[src/rtl/pe2s_tx_if.sv]
// pe2s_tx_if: PE-side request/payload and router-side flit handshake bundle for pe2s_tx
interface pe2s_tx_if;
  logic        start;
  logic [1:0]  dest_x;
  logic [1:0]  dest_y;
  logic [3:0]  body_len;
  logic [29:0] data_in;
  logic        data_valid;
  logic        data_ready;
  logic        grant;
  logic [31:0] flit_out;
  logic        flit_valid;
  logic        busy;
  logic        done;
  logic        finish_in;
  logic        result_in;
  logic        resp_ok;
  logic        timeout;
  modport master (
    output start, dest_x, dest_y, body_len, data_in, data_valid, grant, finish_in, result_in,
    input  data_ready, flit_out, flit_valid, busy, done, resp_ok, timeout
  );
  modport slave (
    input  start, dest_x, dest_y, body_len, data_in, data_valid, grant, finish_in, result_in,
    output data_ready, flit_out, flit_valid, busy, done, resp_ok, timeout
  );
endinterface

[src/rtl/pe2s_tx.sv]
// pe2s_tx: PE-to-router packetizer (header/body/tail flits); define RESP_WAIT_EN to wait for the returning handshake
module pe2s_tx #(
  parameter logic [1:0] SRC_X = 2'd0,
  parameter logic [1:0] SRC_Y = 2'd0,
  parameter int MAX_BODY = 15,
  parameter int RESP_TIMEOUT = 255
) (
  input logic clk,
  input logic rst_n,
  pe2s_tx_if.slave bus
);
  typedef enum logic [2:0] {IDLE, HEAD, BODY, TAIL, WAIT_RESP} state_t;
  localparam logic [3:0] MAX_L = 4'(MAX_BODY);
  state_t state, nxt;
  logic [31:0] flit_q;
  logic vld_q, done_q;
  logic [3:0] len_q, rem_q, len_c;
  logic [15:0] csum_q;
  logic [17:0] seq_q;
  logic xfer, take, load_hdr, load_tail, clr_vld, fin;
`ifdef RESP_WAIT_EN
  localparam int CW = $clog2(RESP_TIMEOUT + 1);
  logic [CW-1:0] cnt_q;
  logic ok_q, to_q;
`endif
  assign len_c = (bus.body_len > MAX_L) ? MAX_L : bus.body_len;
  assign xfer = vld_q & bus.grant;
  assign bus.data_ready = (state == BODY) && (~vld_q | bus.grant) && (rem_q != 4'd0);
  assign take = bus.data_ready & bus.data_valid;
  assign bus.flit_out = flit_q;
  assign bus.flit_valid = vld_q;
  assign bus.busy = state != IDLE;
  assign bus.done = done_q;
  // state register
  always_ff @(posedge clk or negedge rst_n)
    if (!rst_n) state <= IDLE;
    else state <= nxt;
  // next state and datapath load strobes; a flit only moves on valid && grant
  always_comb begin
    nxt = state;
    load_hdr = 1'b0;
    load_tail = 1'b0;
    clr_vld = 1'b0;
    fin = 1'b0;
    case (state)
      IDLE: if (bus.start) begin
        nxt = HEAD;
        load_hdr = 1'b1;
      end
      HEAD: if (xfer) begin
        nxt = (len_q != 4'd0) ? BODY : TAIL;
        load_tail = len_q == 4'd0;
        clr_vld = len_q != 4'd0;
      end
      BODY: if (!take && xfer) begin
        nxt = (rem_q == 4'd0) ? TAIL : BODY;
        load_tail = rem_q == 4'd0;
        clr_vld = rem_q != 4'd0;
      end
      TAIL: if (xfer) begin
        clr_vld = 1'b1;
`ifdef RESP_WAIT_EN
        nxt = WAIT_RESP;
`else
        nxt = IDLE;
        fin = 1'b1;
`endif
      end
`ifdef RESP_WAIT_EN
      WAIT_RESP: if (bus.finish_in || cnt_q == CW'(RESP_TIMEOUT)) begin
        nxt = IDLE;
        fin = 1'b1;
      end
`endif
      default: nxt = IDLE;
    endcase
  end
  // output flit register, body bookkeeping and running checksum
  always_ff @(posedge clk or negedge rst_n)
    if (!rst_n) begin
      flit_q <= '0;
      vld_q <= 1'b0;
      done_q <= 1'b0;
      len_q <= '0;
      rem_q <= '0;
      csum_q <= '0;
      seq_q <= '0;
    end else begin
      done_q <= fin;
      if (load_hdr) begin
        flit_q <= {2'b10, bus.dest_x, bus.dest_y, SRC_X, SRC_Y, len_c, seq_q};
        vld_q <= 1'b1;
        len_q <= len_c;
        rem_q <= len_c;
        csum_q <= '0;
      end else if (take) begin
        flit_q <= {2'b01, bus.data_in};
        vld_q <= 1'b1;
        rem_q <= rem_q - 4'd1;
        csum_q <= csum_q ^ bus.data_in[15:0];
      end else if (load_tail) flit_q <= {2'b11, 10'b0, len_q, csum_q};
      else if (clr_vld) vld_q <= 1'b0;
      if (state == TAIL && xfer) seq_q <= seq_q + 18'd1;
    end
`ifdef RESP_WAIT_EN
  // response-wait cycle counter and handshake outcome
  always_ff @(posedge clk or negedge rst_n)
    if (!rst_n) begin
      cnt_q <= '0;
      ok_q <= 1'b0;
      to_q <= 1'b0;
    end else begin
      cnt_q <= (state == WAIT_RESP) ? cnt_q + 1'b1 : '0;
      to_q <= (state == WAIT_RESP) && !bus.finish_in && cnt_q == CW'(RESP_TIMEOUT);
      if (state == WAIT_RESP && bus.finish_in) ok_q <= bus.result_in;
      else if (state == WAIT_RESP && cnt_q == CW'(RESP_TIMEOUT)) ok_q <= 1'b0;
    end
  assign bus.resp_ok = ok_q;
  assign bus.timeout = to_q;
`else
  assign bus.resp_ok = 1'b0;
  assign bus.timeout = 1'b0;
`endif
endmodule

[src/flat_wrapper.sv]
// flat-port wrapper written by rule: the top's interface ports become plain ports
module pe2s_tx_flat 
#(
  parameter logic [1:0] SRC_X = 2'd0,
  parameter logic [1:0] SRC_Y = 2'd0,
  parameter int MAX_BODY = 15,
  parameter int RESP_TIMEOUT = 255
)
  (clk, rst_n, bus_start, bus_dest_x, bus_dest_y, bus_body_len, bus_data_in, bus_data_valid, bus_grant, bus_finish_in, bus_result_in, bus_data_ready, bus_flit_out, bus_flit_valid, bus_busy, bus_done, bus_resp_ok, bus_timeout);
  pe2s_tx_if bus_i ();
  input logic clk;
  input logic rst_n;
  input wire logic [$bits(bus_i.start)-1:0] bus_start;
  input wire logic [$bits(bus_i.dest_x)-1:0] bus_dest_x;
  input wire logic [$bits(bus_i.dest_y)-1:0] bus_dest_y;
  input wire logic [$bits(bus_i.body_len)-1:0] bus_body_len;
  input wire logic [$bits(bus_i.data_in)-1:0] bus_data_in;
  input wire logic [$bits(bus_i.data_valid)-1:0] bus_data_valid;
  input wire logic [$bits(bus_i.grant)-1:0] bus_grant;
  input wire logic [$bits(bus_i.finish_in)-1:0] bus_finish_in;
  input wire logic [$bits(bus_i.result_in)-1:0] bus_result_in;
  output wire logic [$bits(bus_i.data_ready)-1:0] bus_data_ready;
  output wire logic [$bits(bus_i.flit_out)-1:0] bus_flit_out;
  output wire logic [$bits(bus_i.flit_valid)-1:0] bus_flit_valid;
  output wire logic [$bits(bus_i.busy)-1:0] bus_busy;
  output wire logic [$bits(bus_i.done)-1:0] bus_done;
  output wire logic [$bits(bus_i.resp_ok)-1:0] bus_resp_ok;
  output wire logic [$bits(bus_i.timeout)-1:0] bus_timeout;
  assign bus_i.start = bus_start;
  assign bus_i.dest_x = bus_dest_x;
  assign bus_i.dest_y = bus_dest_y;
  assign bus_i.body_len = bus_body_len;
  assign bus_i.data_in = bus_data_in;
  assign bus_i.data_valid = bus_data_valid;
  assign bus_i.grant = bus_grant;
  assign bus_i.finish_in = bus_finish_in;
  assign bus_i.result_in = bus_result_in;
  assign bus_data_ready = bus_i.data_ready;
  assign bus_flit_out = bus_i.flit_out;
  assign bus_flit_valid = bus_i.flit_valid;
  assign bus_busy = bus_i.busy;
  assign bus_done = bus_i.done;
  assign bus_resp_ok = bus_i.resp_ok;
  assign bus_timeout = bus_i.timeout;
  pe2s_tx #(.SRC_X(SRC_X), .SRC_Y(SRC_Y), .MAX_BODY(MAX_BODY), .RESP_TIMEOUT(RESP_TIMEOUT)) u_core (.clk(clk), .rst_n(rst_n), .bus(bus_i));
endmodule
[config.mk]
export PLATFORM = sky130hd
export DESIGN_NAME = pe2s_tx_flat
export DESIGN_NICKNAME = d
export VERILOG_FILES = /design/src/rtl/pe2s_tx_if.sv /design/src/rtl/pe2s_tx.sv /design/src/flat_wrapper.sv
export SDC_FILE = /design/constraint.sdc
export NUM_CORES = 1
export LEC_CHECK = 0
export CORE_ASPECT_RATIO = 0.7
export CORE_MARGIN = 1.5
export CORE_UTILIZATION = 25
export CTS_CLUSTER_SIZE = 40
export DETAILED_ROUTE_END_ITERATION = 8
export GPL_TIMING_DRIVEN = 0
export HOLD_SLACK_MARGIN = 0.03
export PLACE_DENSITY = 0.5
export SYNTH_ARGS = -nofsm -noshare
export SYNTH_HDL_FRONTEND = slang
export SYNTH_SLANG_ARGS = --single-unit
[constraint.sdc]
create_clock -name clk -period 3.05 [get_ports clk]
set_input_delay 0.61 -clock clk [delete_from_list [all_inputs] [get_ports clk]]
set_output_delay 0.61 -clock clk [all_outputs]
set_load 0.01 [all_outputs]
Word-level counts from Yosys, hierarchy flattened
Cells that the tools add are included.
Word-level totals
  register bits after elaboration: 79
  input bits: 45
  word-level logic and storage cells: 69
Operators by class
  reduce and logical (&&, ||, !) cells: 16
  bitwise logic cells: 5
  equal/unequal tests: 8
  order comparisons: 1
  mux-type cells: 29
  $add $sub $neg: 2
Operators by type and width (number)
  32-bit 2-to-1 mux: 3
  16-bit 2-to-1 mux: 2
  18-bit by 1-bit adder with 18-bit output (second input constant): 1
  16-bit XOR: 1
  1-bit 2-to-1 mux: 14
  3-bit 2-to-1 mux: 4
  4-bit 2-to-1 mux: 3
  3-bit case mux with 4 select lines: 1
  3-bit nonzero test: 3
  4-bit zero test: 2
  4-bit nonzero test: 2
  3-bit by 2-bit equality test with 1-bit output (second input constant): 2
  4-bit greater-than comparator (second input constant): 1
  1-bit logical AND: 4
  2-bit by 1-bit != test with 1-bit output (second input constant): 2
  2-bit != test (second input constant): 2
  4-bit AND reduction: 1
  4-bit by 1-bit subtractor with 4-bit output (second input constant): 1
  3-bit by 1-bit equality test with 1-bit output (second input constant): 1
  3-bit zero test: 1
  3-bit by 1-bit != test with 1-bit output (second input constant): 1
  1-bit case mux with 3 select lines: 1
  1-bit AND: 2
  1-bit case mux with 2 select lines: 1
  5 further kinds: 5

Logic depth before layout (Yosys ltp)
Gate-level depths: netlist of the first run.
  depth after elaboration: 13
  mapped depth: 10
  depth with buffers taken out: 6

Worst setup path after synthesis of the first run
No wires, ideal clock.
  kind: register -> register
  start: register u_core.state[0]
  end: register u_core.flit_q[10] (netlist: u_core.bus.flit_out[10])
  arrival time: 2.237 ns
  library setup time: 0.123 ns
  setup slack: 0.690 ns
  stages on the path, launching flop included: 11
  data required time: 2.927 ns
  path through: dfrtp_1 > inv_1 > ha_1 > and2_1 > clkbuf_1 > and3_1 > clkbuf_1 > or3_1 > buf_2 > buf_2 > o221a_1
Between the ends
  cells in the longest elaborated chain, start to end: 9
  elaborated cells between the ends (all ways): 14
RTL lines
  start, declared: line pe2s_tx.sv:14  | state_t state, nxt;
  start signal, assigned: line pe2s_tx.sv:37  | else state <= nxt;
  3-bit by 2-bit equality test with 1-bit output: line pe2s_tx.sv:28, pe2s_tx.sv:45
  1-bit logical AND (2 in series): line pe2s_tx.sv:28  | assign bus.data_ready = (state == BODY) && (~vld_q | bus.grant) && (rem_q != 4'd0);
  1-bit AND: line pe2s_tx.sv:29  | assign take = bus.data_ready & bus.data_valid;
  1-bit zero test: line pe2s_tx.sv:55  | BODY: if (!take && xfer) begin
  1-bit logical AND: line pe2s_tx.sv:55
  1-bit 2-to-1 mux: line pe2s_tx.sv:55
  1-bit case mux with 2 select lines: line pe2s_tx.sv:45  | case (state)
  3-bit nonzero test (no line)
  end signal, assigned: line pe2s_tx.sv:91  | flit_q <= {2'b10, bus.dest_x, bus.dest_y, SRC_X, SRC_Y, len_c, seq_q};
  end signal, assigned: line pe2s_tx.sv:97  | flit_q <= {2'b01, bus.data_in};
  end signal, assigned: line pe2s_tx.sv:101  | end else if (load_tail) flit_q <= {2'b11, 10'b0, len_q, csum_q};
  end, declared: line pe2s_tx.sv:15  | logic [31:0] flit_q;
Parallel ways exist; a longest one is shown, timed or not.
A chain may end at the register's enable or synchronous reset.

Worst setup path after layout of the first run
  start: input bus_grant
  end: output bus_data_ready
Between the ends
  cells in the longest elaborated chain, start to end: 3
RTL lines
  start, declared: line flat_wrapper.sv:19  | input wire logic [$bits(bus_i.grant)-1:0] bus_grant;
  1-bit OR: line pe2s_tx.sv:28
  1-bit logical AND (2 in series): line pe2s_tx.sv:28
  end, declared: line flat_wrapper.sv:22  | output wire logic [$bits(bus_i.data_ready)-1:0] bus_data_ready;
No other way between the ends.

==> results.py, run 1 <==
metrics = {
    "layout": {
        "antenna_cells": 0,
        "seqCellArea_mm2": 0.00195,
        "fill_cells": 1486,
        "multi_input_area_mm2": 0.00166,
        "finalNonFillerCells": 660,
        "drive_gt1_share_pct": 7.10,
        "areaGrowthSynthToFinish_pct": 36.6,
        "final_cell_area_mm2": 0.00515,
        "num-nets-final": 512,
    },
    "timing": {
        "tightest_slew_ns": 1.23,
        "fin_skew_ns": 0.00724,
        "setup_ws_ns": 0.201,
        "rsz0062_at_grt": "no",
        "relSlewSlack_pct": 17.1,
        "finalCritPeriodShare_pct": 93.4,
        "setup_viol": 0,
        "min_period_ns": 2.85,
        "slew_viol_final": 0,
        "finalHoldViolCount": 0,
        "clock.fmax_ghz": 0.351,
    },
    "power": {
        "irDropWorstVdd_uv": 380,
        "power_density_mw_per_mm2": 966,
        "power.leakage_uw": 0.00223,
    },
    "global_routing": {
        "grt_antenna_before_repair": 0,
        "overflow": 0,
        "grt_max_degree": 66,
        "grt_pass1_vias": 3270,
        "track_usage_pct": 14.9,
        "grt_pass1_wl_mm": 18.0,
    },
    "clocking": {
        "clkTransAtPathRegs_ns": 0.06,
        "clockBufferDepth": 2,
        "worst_skew_pair.late_latency_ns": 0.34,
        "cts_root_buffer": "clkbuf_16",
        "cts_buffers": 9,
        "post_cts_buffers": 0,
        "cts_tree": "done",
        "clock_sinks": 78,
        "ctsHoldBuffers": 0,
        "htreeDepth": 3,
    },
    "yosys": {
        "synth_compound_area_share_pct": 13.2,
        "synth_area_mm2": 0.00377,
        "yosys.area.top_type_share_pct": 51.8,
        "yosys.area.top_type": "dfrtp_1",
        "synth_top_family_by_area": "simple AND/OR/NAND/NOR gates",
        "synth-edff-count": 0,
        "ys_ff_latch": 78,
        "synth_xor_area_share_pct": 8.14,
        "synthMuxAreaShare_pct": 1.50,
        "async_reset_ff_share_pct": 100,
        "synthFlopType": "dfrtp_1",
        "synthDistinctLibCells": 42,
        "synth-simple-area-share_pct": 18.6,
        "yosys_warnings": 0,
        "synth.area.top_cells": "dfrtp_1 52%, nor2_1 6.1%, o221a_1 5.4%",
        "syn_inst": 370,
        "postSynthAreaPerCell_um2": 10.2,
        "ys_seq_area_share_pct": 51.8,
        "synth_fa_ha_area_share_pct": 2.33,
    },
    "floorplanning": {
        "rows": 37,
        "core_area_mm2": 0.0147,
        "die_h_um": 106,
        "die_width_um": 150,
        "dieArea_mm2": 0.0158,
        "pin_count": 83,
        "start_util_pct": 25.6,
    },
    "route": {
        "antenna_left": 0,
        "drt-initial-drc-count": 157,
        "routed_wl_mm": 11.2,
        "drc": 0,
        "vias": 3110,
        "routedWlPerCell_um": 17.0,
        "routed_via_density": 4.71,
        "drt_pass1_iterations": 4,
    },
    "critical_path": {
        "arrival_ns": 2.24,
        "cp-start-kind": "input port",
        "required_ns": 2.44,
        "cp-startpoint": "bus_grant",
        "r2r_start": "u_core.state[0]",
        "crit_path_end_kind": "primary output",
        "path_class": "input port to primary output",
        "crit_fanout": 10,
    },
    "job": {
        "cap_violations": 0,
    },
    "placed_design": {
        "place_ws_ns": -0.704,
        "place_inst": 645,
        "port_buffers": 78,
        "placed_area_mm2": 0.00482,
        "dpl.hpwl_mm": 7.96,
        "gp_congestion": 0.770,
    },
    "status": {
        "status": "completed",
    },
    "hold_path": {
        "hold_path.class": "input port to async pin",
    },
}
-- placed cells by master (no fill, tap or decap), types with 4 or more instances in the layout --
master	synthesis	final
a22o_1	4	4
mux2_2	4	4
nand4_1	25	25
inv_1	11	11
xnor2_1	14	14
clkbuf_16	0	9
a221o_1	6	6
a21oi_1	23	23
nand2_1	24	24
clkbuf_1	17	15
ha_1	7	7
xor2_1	21	21
dfrtp_1	78	78
nand3_1	8	8
clkdlybuf4s50_1	0	76
o221a_1	18	18
nor2_1	61	61
and3_1	9	9
-- per-layer routing --
| layer | global-route usage, % | wire length (um) |
|---|---|---|
| met1 | 21.7 | 5770 |
| met2 | 21.2 | 4550 |
| met4 | 3.92 | 75 |
| met5 | 0 | 0 |
| met3 | 4.63 | 795 |
-- cells by family after synthesis --
group	after synthesis
and+or+nand+nor	145
muxes	5
other	1
adders and majority gates	7
xor gates and xnor gates	35
AOI/OAI and AO/OA	63
DFF	78
buffers and inverters	36
-- worst paths after layout --
path | to | slack (ns) | depth (start not counted)
worst max-delay path | bus_data_ready | 0.20 | 6
worst min-delay path | u_core.bus.flit_out[29] | 0.12 | 1
worst max register to register | u_core.bus.flit_out[14] | 0.38 | 9
worst min register to register | u_core.seq_q[17] | 0.48 | 1
max in group asynchronous | u_core.csum_q[14] | 2.33 | 2
min in group clk | u_core.seq_q[17] | 0.48 | 1
-- power by group --
| group | leakage (uW) | switching [uW] | total (uW) | internal [uW] |
|---|---|---|---|---|
| logic | 0.00109 | 1030 | 2080 | 1050 |
| clock network | 0.000146 | 431 | 1150 | 719 |
| registers | 0.000989 | 301 | 1740 | 1440 |
| total | 0.00223 | 1760 | 4970 | 3210 |
-- area by class of cell --
cell class / count / area share, %
repair buffers: 79 / 15.6
inverters: 11 / 0.802
plain buffers: 24 / 2.55
multi-input cells: 257 / 32.2
well taps: 195 / 4.74
flip-flops and latches: 78 / 37.9
clock buffers: 11 / 4.52
clock inverters: 5 / 1.63
-- cell usage after synthesis (all sizes together) (8+ instances only) --
cell type  number
a21oi          23
and3            9
buf             8
clkbuf         17
dfrtp          78
inv            11
nand2          24
nand3           8
nand4          25
nor2           61
o221a          18
xnor2          14
xor2           21
-- flip-flops by register name, summed over array words and instances, names as in the netlist --
name / cells
u_core.bus.flit_out: 32
u_core.seq_q: 18
u_core.csum_q: 16
u_core.len_q: 4
u_core.rem_q: 4
u_core.state: 2
u_core.bus.done: 1
u_core.bus.flit_valid: 1
-- what timing repair did --
action | CTS | global route
endpoints found under the setup margin | 1 | 10
pin swaps | 0 | 0
gates cloned | 0 | 0
resized for setup | 6 | 2
hold endpoints to repair | 0 | 0
-- worst max-delay path: stages --
cell	delay, ns
dlygate4sd2_1	0.34
nand2b_1	0.15
clkbuf_4	0.23
clkbuf_8	0.21
nor2b_1	0.14
clkdlybuf4s50_1	0.55
-- stage by stage --
step	hold slack (ns)	setup TNS (ns)	power [uW]	util (%)
3_3_place_gp	0.465	-122.43	3790	32.6
2_1_floorplan	0.314	0	2870	-
4_1_cts	0.113	0	5030	35.0
6_report	0.120	0	4970	35.0
5_1_grt	0.121	0	5320	35.0
3_5_place_dp	0.480	-4.57	3840	32.7
Note: power is estimated with default switching activity, not from simulation.
==> inputs of run 2 (changes only) <==
--- a/config.mk
+++ b/config.mk
@@ -7,12 +7,12 @@
 export LEC_CHECK = 0
 export CORE_ASPECT_RATIO = 0.7
 export CORE_MARGIN = 1.5
-export CORE_UTILIZATION = 25
+export CORE_UTILIZATION = 45
 export CTS_CLUSTER_SIZE = 40
 export DETAILED_ROUTE_END_ITERATION = 8
 export GPL_TIMING_DRIVEN = 0
 export HOLD_SLACK_MARGIN = 0.03
-export PLACE_DENSITY = 0.5
+export PLACE_DENSITY = 0.77
 export SYNTH_ARGS = -nofsm -noshare
 export SYNTH_HDL_FRONTEND = slang
 export SYNTH_SLANG_ARGS = --single-unit
==> run 2 against run 1 <==
Net effect:
- the flow now finishes with violations (DRC)
- via count grew 4.7%
- non-clock buffer count is the same
- sequential share of layout area grew 1.2 points
- combinational power is essentially flat
- critical endpoint unchanged
- highest routed layer unchanged
==> results.py, run 2 (synthesized netlist as in run 1, its figures left out) <==
metrics = {
    "hold_path": {
        "hold_path.class": "input port to async pin",
    },
    "critical_path": {
        "cp-startpoint": "bus_grant",
        "path_class": "input port to primary output",
        "crit_path_end_kind": "primary output",
        "r2r_start": "u_core.state[0]",
        "cp_cell_sequence": "dlygate4sd2_1 -> nand2b_1 -> clkbuf_4 -> clkbuf_8 -> nor2b_1 -> clkdlybuf4s50_1",
        "crit_fanout": 10,
        "required_ns": 2.44,
        "slowest_stage": "clkdlybuf4s50_1",
        "cp-start-kind": "input port",
        "arrival_ns": 2.20,
        "worst_path_largest_cell_delay_ns": 0.55,
    },
    "layout": {
        "antenna_cells": 0,
        "drive_gt1_share_pct": 7.31,
        "areaGrowthSynthToFinish_pct": 32.6,
        "final_common_cell": "dfrtp_1",
        "final_cell_mix": "78 x dfrtp_1, 76 x clkdlybuf4s50_1, 61 x nor2_1",
        "finalNonFillerCells": 566,
        "multi_input_area_mm2": 0.00166,
        "fill_cells": 643,
        "seqCellArea_mm2": 0.00195,
        "num-nets-final": 512,
        "largest_reg_flops": 32,
    },
    "clocking": {
        "clockBufferDepth": 2,
        "clkTransAtPathRegs_ns": 0.07,
        "htreeDepth": 3,
        "cts_buffers": 9,
        "ctsHoldBuffers": 0,
        "clock_sinks": 78,
        "worst_skew_pair.late_latency_ns": 0.35,
        "cts_tree": "done",
        "cts_root_buffer": "clkbuf_16",
    },
    "timing": {
        "tightest_slew_ns": 1.24,
        "setup_ws_ns": 0.241,
        "rsz0062_at_grt": "no",
        "fin_skew_ns": 0.0105,
        "clock.fmax_ghz": 0.356,
        "slew_viol_final": 0,
        "finalCritPeriodShare_pct": 92.1,
        "relSlewSlack_pct": 16.3,
        "setup_viol": 0,
        "min_period_ns": 2.81,
        "finalHoldViolCount": 0,
    },
    "placed_design": {
        "gp_congestion": 0.849,
        "place_inst": 551,
        "dpl.hpwl_mm": 7.21,
        "place_ws_ns": -0.529,
        "port_buffers": 78,
    },
    "power": {
        "irDropWorstVdd_uv": 393,
        "power_density_mw_per_mm2": 964,
        "power.leakage_uw": 0.00221,
    },
    "floorplanning": {
        "pin_count": 83,
        "die_width_um": 112,
        "start_util_pct": 47.2,
        "core_area_mm2": 0.00797,
        "dieArea_mm2": 0.00894,
        "rows": 27,
        "die_h_um": 79.5,
    },
    "route": {
        "routedWlPerCell_um": 17.8,
        "vias": 3257,
        "antenna_left": 0,
        "routed_via_density": 5.75,
        "drt-initial-drc-count": 320,
        "drt_pass1_iterations": 7,
        "drc": 6,
        "routed_wl_mm": 10.1,
    },
    "global_routing": {
        "grt_pass1_wl_mm": 16.4,
        "grt_max_degree": 59,
        "track_usage_pct": 23.9,
        "grt_antenna_before_repair": 0,
        "overflow": 0,
        "grt_pass1_vias": 3195,
    },
    "status": {
        "status": "finished with violations",
        "violations": "DRC",
    },
    "job": {
        "cap_violations": 0,
    },
}
==> run 2: timing repair <==
action,4_1_cts,5_1_grt
setup endpoints to repair,1,10
gates resized for setup,6,1
setup buffers,0,0
gates cloned,0,0
==> run 2: cell type report <==
cell class | instances | area share, %
Timing Repair Buffer | 79 | 16.1
Buffer | 24 | 2.61
Multi-Input combinational cell | 257 | 33.2
Tap cell | 101 | 2.53
Inverter | 11 | 0.827
Sequential cell | 78 | 39.1
Clock inverter | 7 | 1.13
Clock buffer | 9 | 4.51
==> run 2: final timing paths <==
path	slack (ns)	cells after the start	end
setup / recovery	0.24	6	bus_data_ready
hold / removal	0.15	1	u_core.csum_q[11]
setup reg to reg	0.27	9	u_core.bus.flit_out[13]
hold reg to reg	0.47	1	u_core.seq_q[17]
max in group asynchronous	2.33	2	u_core.bus.flit_out[25]
min in group clk	0.47	1	u_core.seq_q[17]
==> run 2: routing by layer <==
metal / wire (um) / up-vias / share of wire [%] / GRT usage (%)
li1: - / 1492 / - / -
met1: 4610 / 1608 / 46 / 32.9
met2: 4430 / 142 / 44 / 36.3
met3: 873 / 15 / 8.7 / 7.06
met4: 144 / 0 / 1.4 / 8.35
met5: 0 / - / 0 / 0
==> run 2: per-stage QoR <==
step           power, uW  hold slack [ns]  area (um^2)  utilization (%)  TNS [ns]
2_1_floorplan       2870            0.314         3770                -         0
3_3_place_gp        3710            0.466         4680             58.7   -107.14
3_5_place_dp        3780            0.464         4700             59.0     -2.26
5_1_grt             5100            0.167         4990             62.6         0
6_report            4810            0.153         4990             62.6         0
4_1_cts             4820            0.158         5000             62.7         0
==> run 2: critical path, delay by kind of cell <==
| family | cells | cell delay, ns |
|---|---|---|
| and+or+nand+nor | 2 | 0.32 |
| buffers and inverters | 4 | 1.26 |
==> run 2: power by group <==
part	internal, uW	switching, uW	total (uW)	leakage [uW]
registers	1440	312	1750	0.000989
logic	1050	991	2050	0.00109
clock network	559	460	1020	0.000136
==> inputs of run 3 (changes only) <==
--- a/config.mk
+++ b/config.mk
@@ -13,6 +13,7 @@
 export GPL_TIMING_DRIVEN = 0
 export HOLD_SLACK_MARGIN = 0.03
 export PLACE_DENSITY = 0.77
+export SETUP_SLACK_MARGIN = 0.05
 export SYNTH_ARGS = -nofsm -noshare
 export SYNTH_HDL_FRONTEND = slang
 export SYNTH_SLANG_ARGS = --single-unit
==> run 3 against run 2 <==
Net effect:
- the run still ends with DRC left
- first-iteration DRC count decreased by 7.8%
- count of clock-buffer cells in the layout unchanged
- register-to-register slack improved by 0.13 ns
- non-clock buffer count unchanged
- final cell count unchanged
- critical path depth unchanged
- core utilization about the same
- clock skew about the same
- highest routed layer unchanged
- global-route usage unchanged
- via count about the same
- largest cell class unchanged
- die area unchanged
- sequential power about the same
==> results.py, run 3 (synthesized netlist as in run 1, its figures left out) <==
metrics = {
    "power": {
        "irDropWorstVdd_uv": 395,
        "power.leakage_uw": 0.00222,
        "power_density_mw_per_mm2": 964,
    },
    "layout": {
        "final_cell_mix": "78 x dfrtp_1, 76 x clkdlybuf4s50_1, 61 x nor2_1",
        "drive_gt1_share_pct": 7.53,
        "areaGrowthSynthToFinish_pct": 32.6,
        "antenna_cells": 0,
        "utilization_pct": 62.6,
        "final_common_cell": "dfrtp_1",
        "finalNonFillerCells": 566,
        "num-nets-final": 512,
        "largest_reg_flops": 32,
    },
    "route": {
        "routedWlPerCell_um": 17.7,
        "drc": 6,
        "routed_via_density": 5.75,
        "routed_wl_mm": 10.0,
        "drt-initial-drc-count": 295,
        "vias": 3256,
        "antenna_left": 0,
        "drt_pass1_iterations": 7,
    },
    "job": {
        "cap_violations": 0,
    },
    "critical_path": {
        "cp_cell_sequence": "dlygate4sd2_1 -> nand2b_1 -> clkbuf_4 -> clkbuf_8 -> nor2b_1 -> clkdlybuf4s50_1",
        "worst_path_largest_cell_delay_ns": 0.55,
        "required_ns": 2.44,
        "timing.rr.end": "u_core.bus.flit_out[13]",
        "arrival_ns": 2.20,
        "slowest_stage": "clkdlybuf4s50_1",
        "crit_fanout": 10,
        "rr_worst_depth": 9,
        "cp-start-kind": "input port",
        "path_class": "input port to primary output",
        "crit_path_end_kind": "primary output",
        "r2r_start": "u_core.state[0]",
        "r2r_slack_ns": 0.40,
    },
    "floorplanning": {
        "rows": 27,
        "die_h_um": 79.5,
        "dieArea_mm2": 0.00894,
        "core_area_mm2": 0.00797,
        "pin_count": 83,
        "die_width_um": 112,
        "start_util_pct": 47.2,
    },
    "global_routing": {
        "grt_pass1_vias": 3195,
        "grt_max_degree": 59,
        "grt_pass1_wl_mm": 16.4,
        "overflow": 0,
        "track_usage_pct": 23.9,
        "grt_antenna_before_repair": 0,
    },
    "timing": {
        "setup_tns_ns": 0,
        "slew_viol_final": 0,
        "clock.fmax_ghz": 0.356,
        "rsz0062_at_grt": "no",
        "fin_skew_ns": 0.0108,
        "finalCritPeriodShare_pct": 92.2,
        "tightest_slew_ns": 1.24,
        "min_period_ns": 2.81,
        "finalHoldViolCount": 0,
        "setup_viol": 0,
        "relSlewSlack_pct": 16.4,
    },
    "placed_design": {
        "dpl.hpwl_mm": 7.21,
        "gp_congestion": 0.849,
        "place_inst": 551,
        "port_buffers": 78,
    },
    "clocking": {
        "clkTransAtPathRegs_ns": 0.07,
        "cts_root_buffer": "clkbuf_16",
        "worst_skew_pair.late_latency_ns": 0.34,
        "post_cts_buffers": 0,
        "cts_buffers": 9,
        "clock_sinks": 78,
        "cts_tree": "done",
        "htreeDepth": 3,
        "clockBufferDepth": 2,
        "ctsHoldBuffers": 0,
    },
    "status": {
        "violations": "DRC",
        "status": "finished with violations",
    },
    "hold_path": {
        "hold_path.class": "input port to async pin",
    },
}
-- run 3: changes by cell type in the layout (fill, tap and decap cells not counted), sizes merged --
cell | previous run | this run
buf | 11 | 10
clkbuf | 24 | 25
-- run 3: timing repair --
action / 4_1_cts / 5_1_grt
gates resized for setup: 6 / 2
hold endpoints to repair: 0 / 0
endpoints found under the setup margin: 1 / 10
pin swaps: 0 / 0
gates cloned: 0 / 0
-- run 3: worst max-delay path by stage --
stage,start,endpoint,slack [ns],cells after the start
floorplan,u_core.state[0],u_core.bus.flit_out[10],0.69,10
global placement,rst_n,u_core.bus.flit_out[7],-1.35,1
detailed placement,bus_grant,bus_data_ready,-0.53,6
CTS,bus_data_valid,u_core.bus.flit_out[13],0.18,9
global route,bus_grant,bus_data_ready,0.17,6
finish,bus_grant,bus_data_ready,0.24,6
-- run 3: through the flow --
| stage | hold WS [ns] | setup slack [ns] | area, um^2 | power [uW] |
|---|---|---|---|---|
| after floorplan | 0.314 | 0.690 | 3770 | 2870 |
| after global placement | 0.466 | -1.35 | 4680 | 3710 |
| after detailed placement | 0.464 | -0.529 | 4700 | 3780 |
| after CTS | 0.158 | 0.178 | 5000 | 4820 |
| after global routing | 0.167 | 0.174 | 4990 | 5110 |
| final | 0.152 | 0.239 | 4990 | 4810 |
-- run 3: metal layers --
metal,up-vias,share of wire (%),GRT usage (%),wire (um)
li1,1493,-,-,-
met1,1606,45,32.9,4570
met2,145,44,36.3,4460
met3,12,8.9,7.06,894
met4,0,1.2,8.35,124
met5,-,0,0,0
-- run 3: cell type report --
| class | count | area (um^2) |
|---|---|---|
| well taps | 101 | 126 |
| flip-flops and latches | 78 | 1950 |
| inverters | 11 | 41.3 |
| clock inverters | 7 | 56.3 |
| repair buffers | 79 | 805 |
| plain buffers | 24 | 131 |
| fillers | 644 | 2980 |
| clock buffers | 9 | 225 |
| multi-input cells | 257 | 1660 |
-- run 3: power breakdown --
part | leakage (uW) | internal (uW) | switching [uW] | total (uW)
Combinational | 0.00109 | 1060 | 989 | 2040
Clock | 0.000136 | 559 | 461 | 1020
Sequential | 0.000989 | 1440 | 313 | 1750
Total | 0.00222 | 3050 | 1760 | 4810
-- run 3: worst max-delay path: cells and delay by family --
family | cells | cell delay [ns]
buf+inv | 4 | 1.26
simple gates | 2 | 0.32
